File: src/rtl/led_scan_decoder_pkg.sv
// Shared seven-segment and anode encodings for the LED driver and its scan decoder.
// All codes are active-low, segment order {a,b,c,d,e,f,g}.
package led_scan_decoder_pkg;

   localparam logic [6:0] SEG_0     = 7'h01;
   localparam logic [6:0] SEG_1     = 7'h4F;
   localparam logic [6:0] SEG_2     = 7'h12;
   localparam logic [6:0] SEG_3     = 7'h06;
   localparam logic [6:0] SEG_4     = 7'h4C;
   localparam logic [6:0] SEG_5     = 7'h24;
   localparam logic [6:0] SEG_6     = 7'h20;
   localparam logic [6:0] SEG_7     = 7'h0F;
   localparam logic [6:0] SEG_8     = 7'h00;
   localparam logic [6:0] SEG_9     = 7'h04;
   localparam logic [6:0] SEG_A     = 7'h08;
   localparam logic [6:0] SEG_B     = 7'h60;
   localparam logic [6:0] SEG_C     = 7'h31;
   localparam logic [6:0] SEG_D     = 7'h42;
   localparam logic [6:0] SEG_E     = 7'h30;
   localparam logic [6:0] SEG_F     = 7'h38;
   localparam logic [6:0] SEG_BLANK = 7'h7F;

   localparam logic [3:0] AN_NONE = 4'b1111;
   localparam logic [3:0] AN_DIG0 = 4'b1110;
   localparam logic [3:0] AN_DIG1 = 4'b1101;
   localparam logic [3:0] AN_DIG2 = 4'b1011;
   localparam logic [3:0] AN_DIG3 = 4'b0111;

   typedef enum logic [1:0] {
      ST_WAIT_CHANGE = 2'd0,
      ST_SETTLING    = 2'd1,
      ST_EVALUATE    = 2'd2
   } scan_state_e;

endpackage

File: src/rtl/led_scan_decoder_seg7_to_hex.sv
// Combinational seven-segment to hex decoder; valid is low for any code outside the table.
module led_scan_decoder_seg7_to_hex
   import led_scan_decoder_pkg::*;
(
   input  logic [6:0] seg,
   output logic       valid,
   output logic [3:0] hex
);

   always_comb begin
      valid = 1'b1;
      hex   = 4'h0;
      case (seg)
         SEG_0:   hex = 4'h0;
         SEG_1:   hex = 4'h1;
         SEG_2:   hex = 4'h2;
         SEG_3:   hex = 4'h3;
         SEG_4:   hex = 4'h4;
         SEG_5:   hex = 4'h5;
         SEG_6:   hex = 4'h6;
         SEG_7:   hex = 4'h7;
         SEG_8:   hex = 4'h8;
         SEG_9:   hex = 4'h9;
         SEG_A:   hex = 4'hA;
         SEG_B:   hex = 4'hB;
         SEG_C:   hex = 4'hC;
         SEG_D:   hex = 4'hD;
         SEG_E:   hex = 4'hE;
         SEG_F:   hex = 4'hF;
         default: valid = 1'b0;
      endcase
   end

endmodule

File: src/rtl/led_scan_decoder.sv
// Samples a multiplexed four-digit LED bus, waits for each phase to settle, decodes it
// and publishes all four characters together once every slot has been captured.
module led_scan_decoder
   import led_scan_decoder_pkg::*;
#(
   parameter int unsigned SETTLE_CYCLES  = 8,
   parameter int unsigned TIMEOUT_CYCLES = 1048576
) (
   input  logic       clk,
   input  logic       reset,
   input  logic       an3,
   input  logic       an2,
   input  logic       an1,
   input  logic       an0,
   input  logic       a,
   input  logic       b,
   input  logic       c,
   input  logic       d,
   input  logic       e,
   input  logic       f,
   input  logic       g,
   output logic [3:0] digit3,
   output logic [3:0] digit2,
   output logic [3:0] digit1,
   output logic [3:0] digit0,
   output logic       frame_valid,
   output logic       digits_valid,
   output logic       seg_err,
   output logic       an_err
);

   localparam logic [7:0]  SETTLE_MAX  = 8'(SETTLE_CYCLES);
   localparam logic [7:0]  SETTLE_LAST = 8'(SETTLE_CYCLES - 1);
   localparam logic [23:0] TMO_RELOAD  = 24'(TIMEOUT_CYCLES - 1);

   logic [10:0] sync1_q, sync2_q, vec_prev_q;
   logic        first_q;
   logic [7:0]  cnt_q, cnt_d;
   scan_state_e state_q, state_d;
   logic [15:0] shadow_q, shadow_d, digits_q, digits_d;
   logic [3:0]  mask_q, mask_d;
   logic [23:0] tmo_q, tmo_d;
   logic        frame_valid_q, frame_valid_d, digits_valid_q, digits_valid_d;
   logic        seg_err_q, seg_err_d, an_err_q, an_err_d;

   logic        changed_s, one_low_s, multi_low_s, dec_valid_s;
   logic [1:0]  slot_s;
   logic [3:0]  dec_hex_s;

   // vec_prev_q holds the vector the settle decision was made on, so EVALUATE decodes it
   led_scan_decoder_seg7_to_hex u_seg7_to_hex (
      .seg   (vec_prev_q[6:0]),
      .valid (dec_valid_s),
      .hex   (dec_hex_s)
   );

   always_comb begin
      changed_s   = first_q || (sync2_q != vec_prev_q);
      one_low_s   = 1'b1;
      multi_low_s = 1'b0;
      slot_s      = 2'd0;
      case (vec_prev_q[10:7])
         AN_DIG0: slot_s = 2'd0;
         AN_DIG1: slot_s = 2'd1;
         AN_DIG2: slot_s = 2'd2;
         AN_DIG3: slot_s = 2'd3;
         AN_NONE: one_low_s = 1'b0;
         default: begin
            one_low_s   = 1'b0;
            multi_low_s = 1'b1;
         end
      endcase

      if (changed_s) cnt_d = 8'd0;
      else if (cnt_q == SETTLE_MAX) cnt_d = cnt_q;
      else cnt_d = cnt_q + 8'd1;

      state_d = state_q;
      case (state_q)
         ST_WAIT_CHANGE: begin
            if (changed_s) state_d = ST_SETTLING;
            else state_d = ST_WAIT_CHANGE;
         end
         ST_SETTLING: begin
            if (!changed_s && cnt_q == SETTLE_LAST) state_d = ST_EVALUATE;
            else state_d = ST_SETTLING;
         end
         ST_EVALUATE: begin
            if (changed_s) state_d = ST_SETTLING;
            else state_d = ST_WAIT_CHANGE;
         end
         default: state_d = ST_WAIT_CHANGE;
      endcase

      mask_d         = mask_q;
      shadow_d       = shadow_q;
      digits_d       = digits_q;
      digits_valid_d = digits_valid_q;
      frame_valid_d  = 1'b0;
      seg_err_d      = 1'b0;
      an_err_d       = 1'b0;

      if (tmo_q != 24'd0) begin
         tmo_d = tmo_q - 24'd1;
      end else begin
         tmo_d          = tmo_q;
         mask_d         = 4'b0000;
         digits_valid_d = 1'b0;
      end

      // Publishing uses the pre-update shadow; a capture this cycle lands in the cleared mask
      if (mask_q == 4'b1111) begin
         digits_d       = shadow_q;
         frame_valid_d  = 1'b1;
         digits_valid_d = 1'b1;
         mask_d         = 4'b0000;
      end else begin
         digits_d = digits_q;
      end

      if (state_q == ST_EVALUATE) begin
         if (multi_low_s) begin
            an_err_d = 1'b1;
         end else if (one_low_s && dec_valid_s) begin
            shadow_d[{slot_s, 2'b00} +: 4] = dec_hex_s;
            mask_d[slot_s]                 = 1'b1;
            tmo_d                          = TMO_RELOAD;
         end else if (one_low_s) begin
            seg_err_d      = 1'b1;
            mask_d[slot_s] = 1'b0;
         end else begin
            an_err_d = 1'b0;
         end
      end else begin
         an_err_d = 1'b0;
      end
   end

   always_ff @(posedge clk) begin
      if (reset) begin
         sync1_q        <= {AN_NONE, SEG_BLANK};
         sync2_q        <= {AN_NONE, SEG_BLANK};
         vec_prev_q     <= {AN_NONE, SEG_BLANK};
         first_q        <= 1'b1;
         cnt_q          <= 8'd0;
         state_q        <= ST_WAIT_CHANGE;
         shadow_q       <= 16'h0000;
         mask_q         <= 4'b0000;
         tmo_q          <= 24'd0;
         digits_q       <= 16'h0000;
         frame_valid_q  <= 1'b0;
         digits_valid_q <= 1'b0;
         seg_err_q      <= 1'b0;
         an_err_q       <= 1'b0;
      end else begin
         sync1_q        <= {an3, an2, an1, an0, a, b, c, d, e, f, g};
         sync2_q        <= sync1_q;
         vec_prev_q     <= sync2_q;
         first_q        <= 1'b0;
         cnt_q          <= cnt_d;
         state_q        <= state_d;
         shadow_q       <= shadow_d;
         mask_q         <= mask_d;
         tmo_q          <= tmo_d;
         digits_q       <= digits_d;
         frame_valid_q  <= frame_valid_d;
         digits_valid_q <= digits_valid_d;
         seg_err_q      <= seg_err_d;
         an_err_q       <= an_err_d;
      end
   end

   assign digit3       = digits_q[15:12];
   assign digit2       = digits_q[11:8];
   assign digit1       = digits_q[7:4];
   assign digit0       = digits_q[3:0];
   assign frame_valid  = frame_valid_q;
   assign digits_valid = digits_valid_q;
   assign seg_err      = seg_err_q;
   assign an_err       = an_err_q;

endmodule

File: config.mk
export PLATFORM = sky130hd
export DESIGN_NAME = led_scan_decoder
export DESIGN_NICKNAME = d
export VERILOG_FILES = /design/src/rtl/led_scan_decoder_pkg.sv /design/src/rtl/led_scan_decoder_seg7_to_hex.sv /design/src/rtl/led_scan_decoder.sv
export SDC_FILE = /design/constraint.sdc
export NUM_CORES = 1
export LEC_CHECK = 0
export ABC_AREA = 1
export CAP_MARGIN = 25
export CORE_MARGIN = 10
export CORE_UTILIZATION = 25
export CTS_BUF_LIST = sky130_fd_sc_hd__clkbuf_8
export DETAILED_ROUTE_END_ITERATION = 6
export GPL_TIMING_DRIVEN = 0
export PLACE_DENSITY_LB_ADDON = 0.05
export RECOVER_POWER = 50
export SLEW_MARGIN = 10
export SYNTH_ARGS = -nofsm -noshare
export SYNTH_HDL_FRONTEND = slang
export SYNTH_HIERARCHICAL = 1
export SYNTH_SLANG_ARGS = --single-unit
File: constraint.sdc
create_clock -name clk -period 3.24 [get_ports clk]
set_input_delay 0.648 -clock clk [delete_from_list [all_inputs] [get_ports clk]]
set_output_delay 0.648 -clock clk [all_outputs]
set_load 0.05 [all_outputs]
==> results of run 1 <==
[how the worst min path moves through the flow]
stage	startpoint	end	slack [ns]	depth (start not counted)
2_1_floorplan	sync1_q[0]$_SDFF_PP1_	sync2_q[0]$_SDFF_PP1_	0.39	1
3_3_place_gp	sync1_q[9]$_SDFF_PP1_	sync2_q[9]$_SDFF_PP1_	0.40	1
3_5_place_dp	sync1_q[6]$_SDFF_PP1_	sync2_q[6]$_SDFF_PP1_	0.40	1
4_1_cts	sync1_q[6]$_SDFF_PP1_	sync2_q[6]$_SDFF_PP1_	0.42	1
5_1_grt	sync1_q[4]$_SDFF_PP1_	sync2_q[4]$_SDFF_PP1_	0.44	1
6_report	sync1_q[9]$_SDFF_PP1_	sync2_q[9]$_SDFF_PP1_	0.42	1
[placed cells by master, fill, tap and decap left out, drive strengths merged, types with 5 or more instances in the layout]
cell type and n:
nor2 160, nand2 158, dfxtp 108, inv 79
nand3 45, o21ai 33, a21oi 30, or2 28
clkdlybuf4s50 25, clkbuf 23, xor2 17, nor3 16
nand4 11, ha 10, dlygate4sd3 7, o22ai 5
[stage by stage]
step / hold WS, ns / utilization / setup WS (ns)
after global routing: 0.440 / 0.300 / 0.487
after CTS: 0.423 / 0.301 / 0.871
after detailed placement: 0.396 / 0.291 / 0.445
after floorplan: 0.389 / - / 1.40
final: 0.418 / 0.300 / 0.817
after global placement: 0.397 / 0.291 / 0.464
[final cells by class]
class / count / area, sq um
inverters: 77 / 289
clock inverters: 7 / 80.1
multi-input cells: 520 / 2510
plain buffers: 18 / 80.1
flip-flops and latches: 108 / 2160
clock buffers: 9 / 124
fillers: 2229 / 13800
well taps: 265 / 332
repair buffers: 32 / 320
[where the power goes]
group	switching (W)	internal, W
Sequential	0.000119	0.00146
Clock	0.000512	0.000369
Combinational	0.000879	0.000479
Total	0.00151	0.00231
[worst reg2reg max path, cell delays in order, from the launching register on]
cell	delay (ns)
dfxtp_1	0.36
inv_1	0.16
ha_1	0.17
clkbuf_1	0.27
nand2_1	0.16
nor2_1	0.23
nand3_1	0.28
clkbuf_1	0.36
o21ai_1	0.21
a21oi_1	0.08
[sequential cells by signal, indices dropped and copies added, names as in the netlist, 4 cells and up]
signal and count:
vec_prev_q 11, mask_q 4, tmo_q 24, digits_q 16
sync2_q 11, shadow_q 16, sync1_q 11, cnt_q 8
[kinds of logic (layout without fill, tap and decap cells)]
logic type / count (synthesis) / in the layout / share of synthesized area
AO/OA/AOI/OAI: 69 / 69 / 0.0700
XOR/XNOR: 21 / 21 / 0.0364
adder cells (fa/ha/maj): 10 / 10 / 0.0247
buffers and inverters: 95 / 143 / 0.0735
flip-flops: 108 / 108 / 0.427
AND/OR/NAND/NOR: 420 / 420 / 0.368
[metal layers]
metal | track usage | routed length, um | part of all wire
met1 | 0.128 | 6410 | 0.48
met2 | 0.178 | 6230 | 0.47
met3 | 0.0255 | 413 | 0.031
met4 | 0.0323 | 184 | 0.014
met5 | 0 | 0 | 0
==> out/summary.txt, run 1 <==
CTS tree -> built
CP delay by family, top -> buffers and inverters
actual slew at the worst max-slew pin -> 0.659 ns
CP cell instances -> inv_1, ha_1, clkbuf_1, nand2_1, nor2_1, nand3_1, clkbuf_1, o21ai_1, a21oi_1
worst vdd ir -> 0.263 mV
FF+latch count, synth -> 108
drt total wl -> 13200 um
Vias -> 4437
Critical Path Stages -> 9
postcts setup bufs -> 0
final worst-path cycle share -> 0.748
Total GRT Usage -> 0.105
max-cap violation count -> 0
CP max stage delay -> 0.36 ns
flop2flop setup slack -> 0.82 ns
clk buf depth -> 2
area growth from synthesis to layout -> 16.7%
CP max stage cell -> dfxtp_1
Async SR Flop Fraction -> 0
Final Max Slew Viols -> 0
dominant cells by area after synthesis -> dfxtp_1, nor2_1, nand2_1
DRC Markers -> 0
H-tree depth -> 3
vias per cell -> 4.28
PwrDens -> 647 nW/um^2
Crit Reg-Reg Startpoint -> tmo_q[0]$_SDFF_PP0_
insertion delay to the later sink of the worst-skew pair -> 0.40 ns
CTS root buffer -> clkbuf_8
Netlist cell types -> 32
routed len/inst -> 12.8 um
clk sink count -> 108
most frequent cells after synthesis -> nor2_1, nand2_1, dfxtp_1
CP Class -> flip-flop to flip-flop
core area -> 19700 sq um
Most common cell on crit path -> clkbuf_1
Max Fclk -> 0.413 GHz
Slew HR -> 0.560
register area share after synthesis -> 0.427
Ant. Diodes -> 0
Top Ports -> 33
vias in the first global route -> 4428
Layout Skew -> 0.00994 ns
placed cell area -> 5710 sq um
Setup crit end -> tmo_q[1]$_SDFF_PP0_
dpl hpwl -> 10200 um
Num CTS Buffers -> 9
Cell Rows -> 51
post-route design area -> 5900 sq um
syn_area_per_cell -> 7.00 sq um
nets@finish -> 789
synth warn -> 6
min Tclk post-route -> 2.42 ns
non-filler cells, final -> 1036
Detail Route Antenna Nets -> 0
RSZ-0062 raised after global routing -> false
total power -> 0.00382 W
Post-synth EDFFs -> 0
worst reg2reg path depth -> 9
Worst Setup End Kind -> flip-flop
CTS clk-pin slew, worst paths -> 0.11 ns
post-synthesis cell count -> 723
chip height -> 162 um
Die X -> 162 um
total global routing overflow -> 0
Hold Buf Count CTS -> 0
Initial Util -> 0.257
largest net degree at the start of global routing -> 20
share of cells above drive strength 1 -> 0.0882
status -> finished, final reports clean
antenna violations before repair -> 0
worst setup path start -> tmo_q[0]$_SDFF_PP0_
1st-iter DRT viols -> 245
WP buf/inv -> 3
I/O Buffers -> 32
Final Hold Vio Count -> 0
Final GP Congestion -> 0.816
die area -> 26300 sq um
cell count after placement -> 1020
Yosys top cell by area -> dfxtp_1
syn nets -> 746
Req. time, crit path -> 3.50 ns
setup TNS -> 0 ns
first-pass GRT wire length -> 22200 um
# setup viols final -> 0
first drt pass iteration count -> 4
min-delay worst type -> flip-flop to flip-flop
post-synth top area share -> 0.427
post-CTS sizing -> 0
Main synth FF type -> dfxtp_1
Leakage -> 2.57 nW
critical path fanouts, max -> 10
reg2reg end -> tmo_q[1]$_SDFF_PP0_
startpoint types -> flip-flop
synthesized area -> 5060 sq um
count leader, synth -> nor2_1
Critical Path AT -> 2.68 ns
No activity file was read; power rests on OpenSTA's default activity.
==> run 2, diff against run 1 <==
clock period = 2.35 ns   (was 3.24 ns; I/O delays follow)
==> out/summary.txt, run 2 (same netlist as run 1, synthesis figures left out) <==
Final GP Congestion -> 0.816
status -> finished, final reports clean
clk buf depth -> 2
I/O Buffers -> 32
first drt pass iteration count -> 4
vias per cell -> 4.29
share of cells above drive strength 1 -> 0.0984
Reg power frac -> 0.412
chip height -> 162 um
total global routing overflow -> 0
PwrDens -> 889 nW/um^2
max-cap violation count -> 0
routed len/inst -> 12.8 um
Detail Route Antenna Nets -> 0
Die X -> 162 um
# setup viols final -> 0
combinational share of power -> 0.358
CP cell instances -> dlygate4sd3_1, inv_1, clkbuf_1, clkbuf_1, o21ai_0, nor2_1
Largest Register -> tmo_q
Final Max Slew Viols -> 0
final worst-path cycle share -> 0.919
CTS tree -> built
sw frac -> 0.395
insertion delay to the later sink of the worst-skew pair -> 0.40 ns
Leakage -> 2.57 nW
Num CTS Buffers -> 9
CP max stage cell -> dlygate4sd3_1
CTS clk-pin slew, worst paths -> 0.11 ns
Cell Rows -> 51
Layout Skew -> 0.0109 ns
Final Hold Vio Count -> 0
startpoint types -> primary input
nets@finish -> 790
min Tclk post-route -> 2.16 ns
Top Ports -> 33
commonest cells after routing, fill and taps aside -> nor2_1, nand2_1, dfxtp_1
area growth from synthesis to layout -> 17.7%
die area -> 26300 sq um
Slew HR -> 0.568
CP delay by family, top -> buffers and inverters
vias in the first global route -> 4428
worst hold slack -> 0.420 ns
Most common cell on crit path -> clkbuf_1
Initial Util -> 0.257
critical path fanouts, max -> 10
total power -> 0.00529 W
Req. time, crit path -> 2.69 ns
Clock Power Share -> 0.230
min-delay worst type -> flip-flop to flip-flop
1st-iter DRT viols -> 241
worst vdd ir -> 0.364 mV
Ant. Diodes -> 0
Psw -> 0.00209 W
CP Class -> primary input to flip-flop
actual slew at the worst max-slew pin -> 0.647 ns
DRC Markers -> 0
Worst Setup End Kind -> flip-flop
H-tree depth -> 3
dpl hpwl -> 10200 um
clk sink count -> 108
largest net degree at the start of global routing -> 20
CP max stage delay -> 0.69 ns
commonest non-fill, non-tap cell in the layout -> nor2_1
Largest register FFs -> 24
Internal Pwr Total -> 0.00320 W
core area -> 19700 sq um
Vias -> 4447
first-pass GRT wire length -> 22200 um
Total GRT Usage -> 0.105
filler instances -> 2234
antenna violations before repair -> 0
Hold Buf Count CTS -> 0
WP buf/inv -> 4
Max Fclk -> 0.463 GHz
Critical Path AT -> 2.50 ns
CTS root buffer -> clkbuf_8
drt total wl -> 13300 um
Regs by FF count -> tmo_q (24), digits_q (16), shadow_q (16)
==> run 2: final timing paths <==
path	from	to	slack, ns	depth (start not counted)
worst max register to register	vec_prev_q[6]$_SDFF_PP1_	shadow_q[5]$_SDFFE_PP0P_	0.27	14
worst min-delay path	sync1_q[9]$_SDFF_PP1_	sync2_q[9]$_SDFF_PP1_	0.42	1
worst max-delay path	reset	digits_q[14]$_SDFFE_PP0P_	0.19	6
worst min register to register	sync1_q[9]$_SDFF_PP1_	sync2_q[9]$_SDFF_PP1_	0.42	1
==> run 2: layout make-up <==
type	count	area, sq um	share of cell area
well taps	265	332	0.0557
plain buffers	18	82.6	0.0139
multi-input cells	520	2540	0.427
clock buffers	9	124	0.0208
repair buffers	33	340	0.0572
flip-flops and latches	108	2160	0.363
inverters	77	289	0.0485
clock inverters	7	80.1	0.0134
==> run 2: power by group through the flow <==
stage               clock network, W  registers [W]  logic (W)
floorplan                          0        0.00217    0.00152
global placement                   0        0.00223    0.00191
detailed placement                 0        0.00223    0.00191
CTS                          0.00128        0.00219    0.00192
global route                 0.00135        0.00221    0.00224
finish                       0.00122        0.00218    0.00189
==> run 2: repair_timing <==
action                                  4_1_cts  5_1_grt
hold endpoints to repair                      0        0
endpoints found under the setup margin        0       18
gates resized for setup                       0        4
setup buffers                                 0        1
==> run 2: per-stage QoR <==
stage	instance area [sq um]	worst slack, ns	utilization	TNS (ns)	instances
global route	5950	-0.0168	0.303	-0.0266	1037
floorplan	5060	0.510	-	0	723
detailed placement	5710	-0.267	0.291	-5.92	1020
global placement	5710	-0.248	0.291	-5.70	1020
CTS	5910	0.0810	0.301	0	1036
finish	5950	0.190	0.303	0	1037
==> run 2: per-layer routing <==
metal / share of wire / global-route usage / vias to the layer above
li1: - / - / 2350
met4: 0.014 / 0.0323 / 0
met2: 0.47 / 0.178 / 57
met3: 0.033 / 0.0255 / 11
met5: 0 / 0 / -
met1: 0.48 / 0.128 / 2029
==> run 2: worst register-to-register path: stages, from the launching register on <==
cell and delay (ns):
dfxtp_1 0.48, inv_1 0.11, nand3_1 0.18, nor2_1 0.09
nor2_1 0.10, nand2_1 0.05, nor2_1 0.13, nand2_2 0.15
nand2_4 0.19, nor2_4 0.05, buf_6 0.15, nand2_2 0.10
clkinv_1 0.08, nor2_1 0.08, nor2_1 0.05
==> RTL edit 1, RTL diff (flow settings as in run 2) <==
Re-encode `scan_state_e` (3 states) as one-hot, 3 bits wide.
--- a/src/rtl/led_scan_decoder_pkg.sv
+++ b/src/rtl/led_scan_decoder_pkg.sv
@@ -28,6 +28,6 @@
 
-   typedef enum logic [1:0] {
-      ST_WAIT_CHANGE = 2'd0,
-      ST_SETTLING    = 2'd1,
-      ST_EVALUATE    = 2'd2
+   typedef enum logic [2:0] {
+      ST_WAIT_CHANGE = 3'b001,
+      ST_SETTLING    = 3'b010,
+      ST_EVALUATE    = 3'b100
    } scan_state_e;
Formal check against the unedited RTL: same outputs for any inputs over 10 cycles, from zero or initial values and one cycle with reset high; not proved beyond that.
==> RTL edit 1 against run 2 <==
Wire length down 0.20%; largest cell class unchanged; cell area up 2.5%; power up 1.5%; first-iteration DRC count down 20%; sequential cell count up 1; setup slack better by 0.094 ns; area after synthesis up 3.7%.
==> RTL edit 1: results (changes against run 2) <==
[global_routing]
grt_usage_pct=10.4  ; -0.13 points
grt_pass1_wl_um=22500  ; +1.1%
first_global_vias=4508  ; +1.8%

[routing]
routed_via_density=4.28  ; -0.24%
drt_iter0_drc=192  ; -20%
wl_per_cell_um=12.4  ; -3.1%
via_count=4569  ; +2.7%

[yosys]
synth-xor-area-share_pct=2.67  ; -0.96 points
ys_seq_area_share_pct=41.6  ; -1.1 points
synth_area_per_cell_um2=7.00  ; about the same
syn_nets=773  ; +3.6%
ys_types=34  ; +6.3%
synth_compound_area_share_pct=6.32  ; -0.68 points
yosys_warnings=6  ; unchanged
synth_common_cells=167 x nand2_1, 159 x nor2_1, 109 x dfxtp_1
async_reset_ff_share_pct=0  ; unchanged
synthAdderAreaFrac_pct=2.38  ; -0.088 points
synth.area.top_cells=dfxtp_1 42%, nand2_1 12%, nor2_1 11%

[setup_path]
critPathArrivalTime_ns=2.37  ; -0.13 ns
critPathKind=flop to flop
reg2reg_from=vec_prev_q[4]
crit_slowest_cell=dfxtp_1
cpPeakStageDelay_ns=0.43  ; -0.26 ns

[place]
dp_hpwl_um=10300  ; +1.2%
placed_cells=1052  ; +3.1%
routabilityCongestion=0.849  ; +4.0%

[worst_hold_path]
holdCritPathClass=flop to flop
min_from=sync1_q[0]

[finish]
fin_nets=816  ; +3.3%
reg_top3=tmo_q: 24 flops, digits_q: 16 flops, shadow_q: 16 flops
final_layout_size_suffix_gt1_share_pct=10.4  ; +0.56 points
fillers=2299  ; +2.9%

[timing]
fin_skew_ns=0.0133  ; +0.00233 ns
relSlewSlack_pct=49.6  ; -7.2 points

[power]
p_leak_nw=2.79  ; +8.8%
p_int_mw=3.22  ; +0.63%
max-vdd-ir-drop_mv=0.293  ; -19%

[status]
status=complete, no violations

[clock_network]
cts_resized=0  ; unchanged

[RTL edit 1: changes by cell type after synthesis, moves of 3 or more]
cell and delta:
o211ai_2 +3, nand3_1 +3, nand3b_1 +3, nand2_1 +18, o22ai_1 -4, inv_1 +3, nor2_1 +6, xnor2_1 +3
nand2_4 +3, a21oi_1 -7, xor2_1 -8, nand2_2 -3
[RTL edit 1: logic make-up after synthesis]
kind of cell,Yosys count
simple gates,456
fa+ha+maj,10
buf+inv,99
xor+xnor,16
flops,109
compound gates,60
[RTL edit 1: critical path, delay by kind of cell, from the launching register on]
kind	cells	cell delay [ns]
DFF	1	0.43
AOI/OAI and AO/OA	1	0.09
buffers and inverters	4	0.44
and+or+nand+nor	9	1.00
[RTL edit 1: layout make-up]
cell class                 count  area, um2  share of cell area [%]
tap                          270        338                    5.54
sequential                   109       2180                    35.8
clock buffer                   9        124                    2.03
inverter                      81        307                    5.02
buffer                        18       93.8                    1.54
clock inverter                 7       80.1                    1.31
multi-input combinational    542       2660                    43.5
timing repair buffer          32        320                    5.25
[RTL edit 1: metal layers]
| metal | wire [um] | up-vias | global-route usage, % |
|---|---|---|---|
| li1 | - | 2422 | - |
| met1 | 6370 | 2078 | 12.8 |
| met2 | 6190 | 55 | 17.2 |
| met3 | 416 | 14 | 2.36 |
| met4 | 261 | 0 | 3.90 |
| met5 | 0 | - | 0 |
[RTL edit 1: power groups by stage]
stage | sequential, mW | combinational, mW | clock [mW]
3_3_place_gp | 2.22 | 1.97 | 0
5_1_grt | 2.21 | 2.31 | 1.38
6_report | 2.18 | 1.95 | 1.24
4_1_cts | 2.18 | 1.97 | 1.32
2_1_floorplan | 2.18 | 1.53 | 0
3_5_place_dp | 2.22 | 1.96 | 0
[RTL edit 1: final timing paths]
| path | end | slack (ns) | cells after the start |
|---|---|---|---|
| setup reg to reg | tmo_q[5] | 0.28 | 14 |
| hold / removal | sync2_q[0] | 0.42 | 1 |
| setup / recovery | tmo_q[5] | 0.28 | 14 |
| hold reg to reg | sync2_q[0] | 0.42 | 1 |
[RTL edit 1: per-stage QoR]
| stage | instance area [um2] | worst slack (ns) | utilization (%) | hold slack (ns) | total power [mW] |
|---|---|---|---|---|---|
| after global routing | 6100 | 0.0237 | 29.9 | 0.429 | 5.90 |
| after global placement | 5900 | 0.0900 | 28.9 | 0.392 | 4.19 |
| final | 6100 | 0.284 | 29.9 | 0.418 | 5.37 |
| after CTS | 6110 | 0.159 | 29.9 | 0.419 | 5.47 |
| after detailed placement | 5900 | 0.0646 | 28.9 | 0.392 | 4.19 |
| after floorplan | 5250 | 0.636 | - | 0.389 | 3.71 |
==> RTL edit 2, RTL diff (flow settings as in run 2) <==
Without the edit above. `SETTLE_CYCLES`: 8 -> 6.
--- a/src/rtl/led_scan_decoder.sv
+++ b/src/rtl/led_scan_decoder.sv
@@ -5,3 +5,3 @@
 #(
-   parameter int unsigned SETTLE_CYCLES  = 8,
+   parameter int unsigned SETTLE_CYCLES  = 6,
    parameter int unsigned TIMEOUT_CYCLES = 1048576
Formal check against the unedited RTL: no difference found for any inputs over 10 cycles, from zero or initial values and one cycle with reset high; that may be too few to reach the edited logic, so the function may still have changed.
==> RTL edit 2 against run 2 <==
Cell count rose by 1.8%; area after synthesis grew 1.7%; count of clock-buffer cells in the layout unchanged; cell area rose by 0.95%; largest cell class unchanged; highest routed layer unchanged; power is 6.3% higher; setup slack improved by 0.051 ns; combinational power up 17%; sequential cell count unchanged; critical path depth up 5; wire length decreased by 4.4%; core utilization fell by 0.59 points.
==> RTL edit 2: results (changes against run 2) <==
[worst_hold_path]
hold_end=sync2_q[7]
min_from=sync1_q[7]

[power]
max-vdd-ir-drop_mv=0.337  ; -7.4%
pg_comb_mw=2.22  ; +17%
p_int_mw=3.33  ; +3.9%
p_clk_mw=1.17  ; -4%
p_sw_share_pct=40.9  ; +1.3 points
p_leak_nw=2.67  ; +4.1%

[finish]
final_layout_size_suffix_gt1_share_pct=9.92  ; +0.079 points
fin_nets=805  ; +1.9%
fillers=2273  ; +1.7%

[place]
dp_hpwl_um=9780  ; -4.2%
post_dp_cell_area_mm2=0.00580  ; +1.6%
place_ws_ns=-0.156  ; +0.111 ns
placed_cells=1040  ; +2.0%
routabilityCongestion=0.820  ; +0.55%

[routing]
drt_iter0_drc=173  ; -28%
wl_per_cell_um=12.0  ; -6.1%
routed_via_density=4.24  ; -1.2%
met2WireLength_um=6060  ; -3.1%
first_pass_iters=5  ; +1
wl_met3_um=448  ; +0.90%
met1_length_um=5990  ; -6.1%
wl_um=12700  ; -4.4%

[setup_path]
path_delay_family=simple AND/OR/NAND/NOR gates
reg2reg_setup_slack_ns=0.24  ; -0.03 ns
cp-startpoint=vec_prev_q[9]
crit_end=shadow_q[12]
critPathArrivalTime_ns=2.44  ; -0.06 ns
reg2reg_depth=11  ; -3
crit_slowest_cell=dfxtp_1
cpPeakStageDelay_ns=0.41  ; -0.28 ns
cp_max_fo=11  ; +1

[yosys]
synthAdderAreaFrac_pct=2.68  ; +0.20 points
netlist_area_mm2=0.00514  ; +1.7%
synth_compound_area_share_pct=6.47  ; -0.53 points
syn_inst=738  ; +2.1%
synth_common_cells=160 x nor2_1, 144 x nand2_1, 108 x dfxtp_1
syn_nets=762  ; +2.1%
ys_types=34  ; +6.3%
synth-xor-area-share_pct=3.75  ; +0.11 points
synth.area.top_cells=dfxtp_1 42%, nor2_1 12%, nand2_1 11%
ys_seq_area_share_pct=42.0  ; -0.70 points

[global_routing]
met2_usage_pct=16.9  ; -0.92 points
first_global_vias=4414  ; -0.32%
grt_usage_pct=9.94  ; -0.57 points
met1_usage_pct=12.0  ; -0.80 points
grtUsageMet3_pct=2.37  ; -0.19 points
grt_max_degree=19  ; -5.0%
grt_pass1_wl_um=21500  ; -3.4%

[status]
status=complete, no violations

[timing]
worst_slew_pin_slew_ns=0.645  ; -0.00186 ns
worst_hold_slack_ns=0.418  ; -0.00209 ns
fin_skew_ns=0.0139  ; +0.00299 ns

[clock_network]
post_cts_buffers=0  ; unchanged

-- RTL edit 2: cell count changes in the layout (fill, tap and decap cells not counted), moves of 3 or more --
cell / delta
o21ai_0: +3
a21oi_1: -7
inv_1: +12
nand2_1: -5
nor3_1: -3
nand3_1: +4
nor2_1: +7
o22ai_1: -3
-- RTL edit 2: cell type report --
class	instances	area [um2]	area share, %
clock buffers	9	124	2.06
clock inverters	7	75.1	1.25
inverters	89	335	5.58
repair buffers	32	320	5.33
flip-flops and latches	108	2160	36.0
multi-input cells	523	2570	42.8
well taps	270	338	5.62
plain buffers	18	80.1	1.33
-- RTL edit 2: repair_timing --
action,4_1_cts,5_1_grt
gates resized for setup,0,4
setup endpoints to repair,0,16
hold buffers,0,0
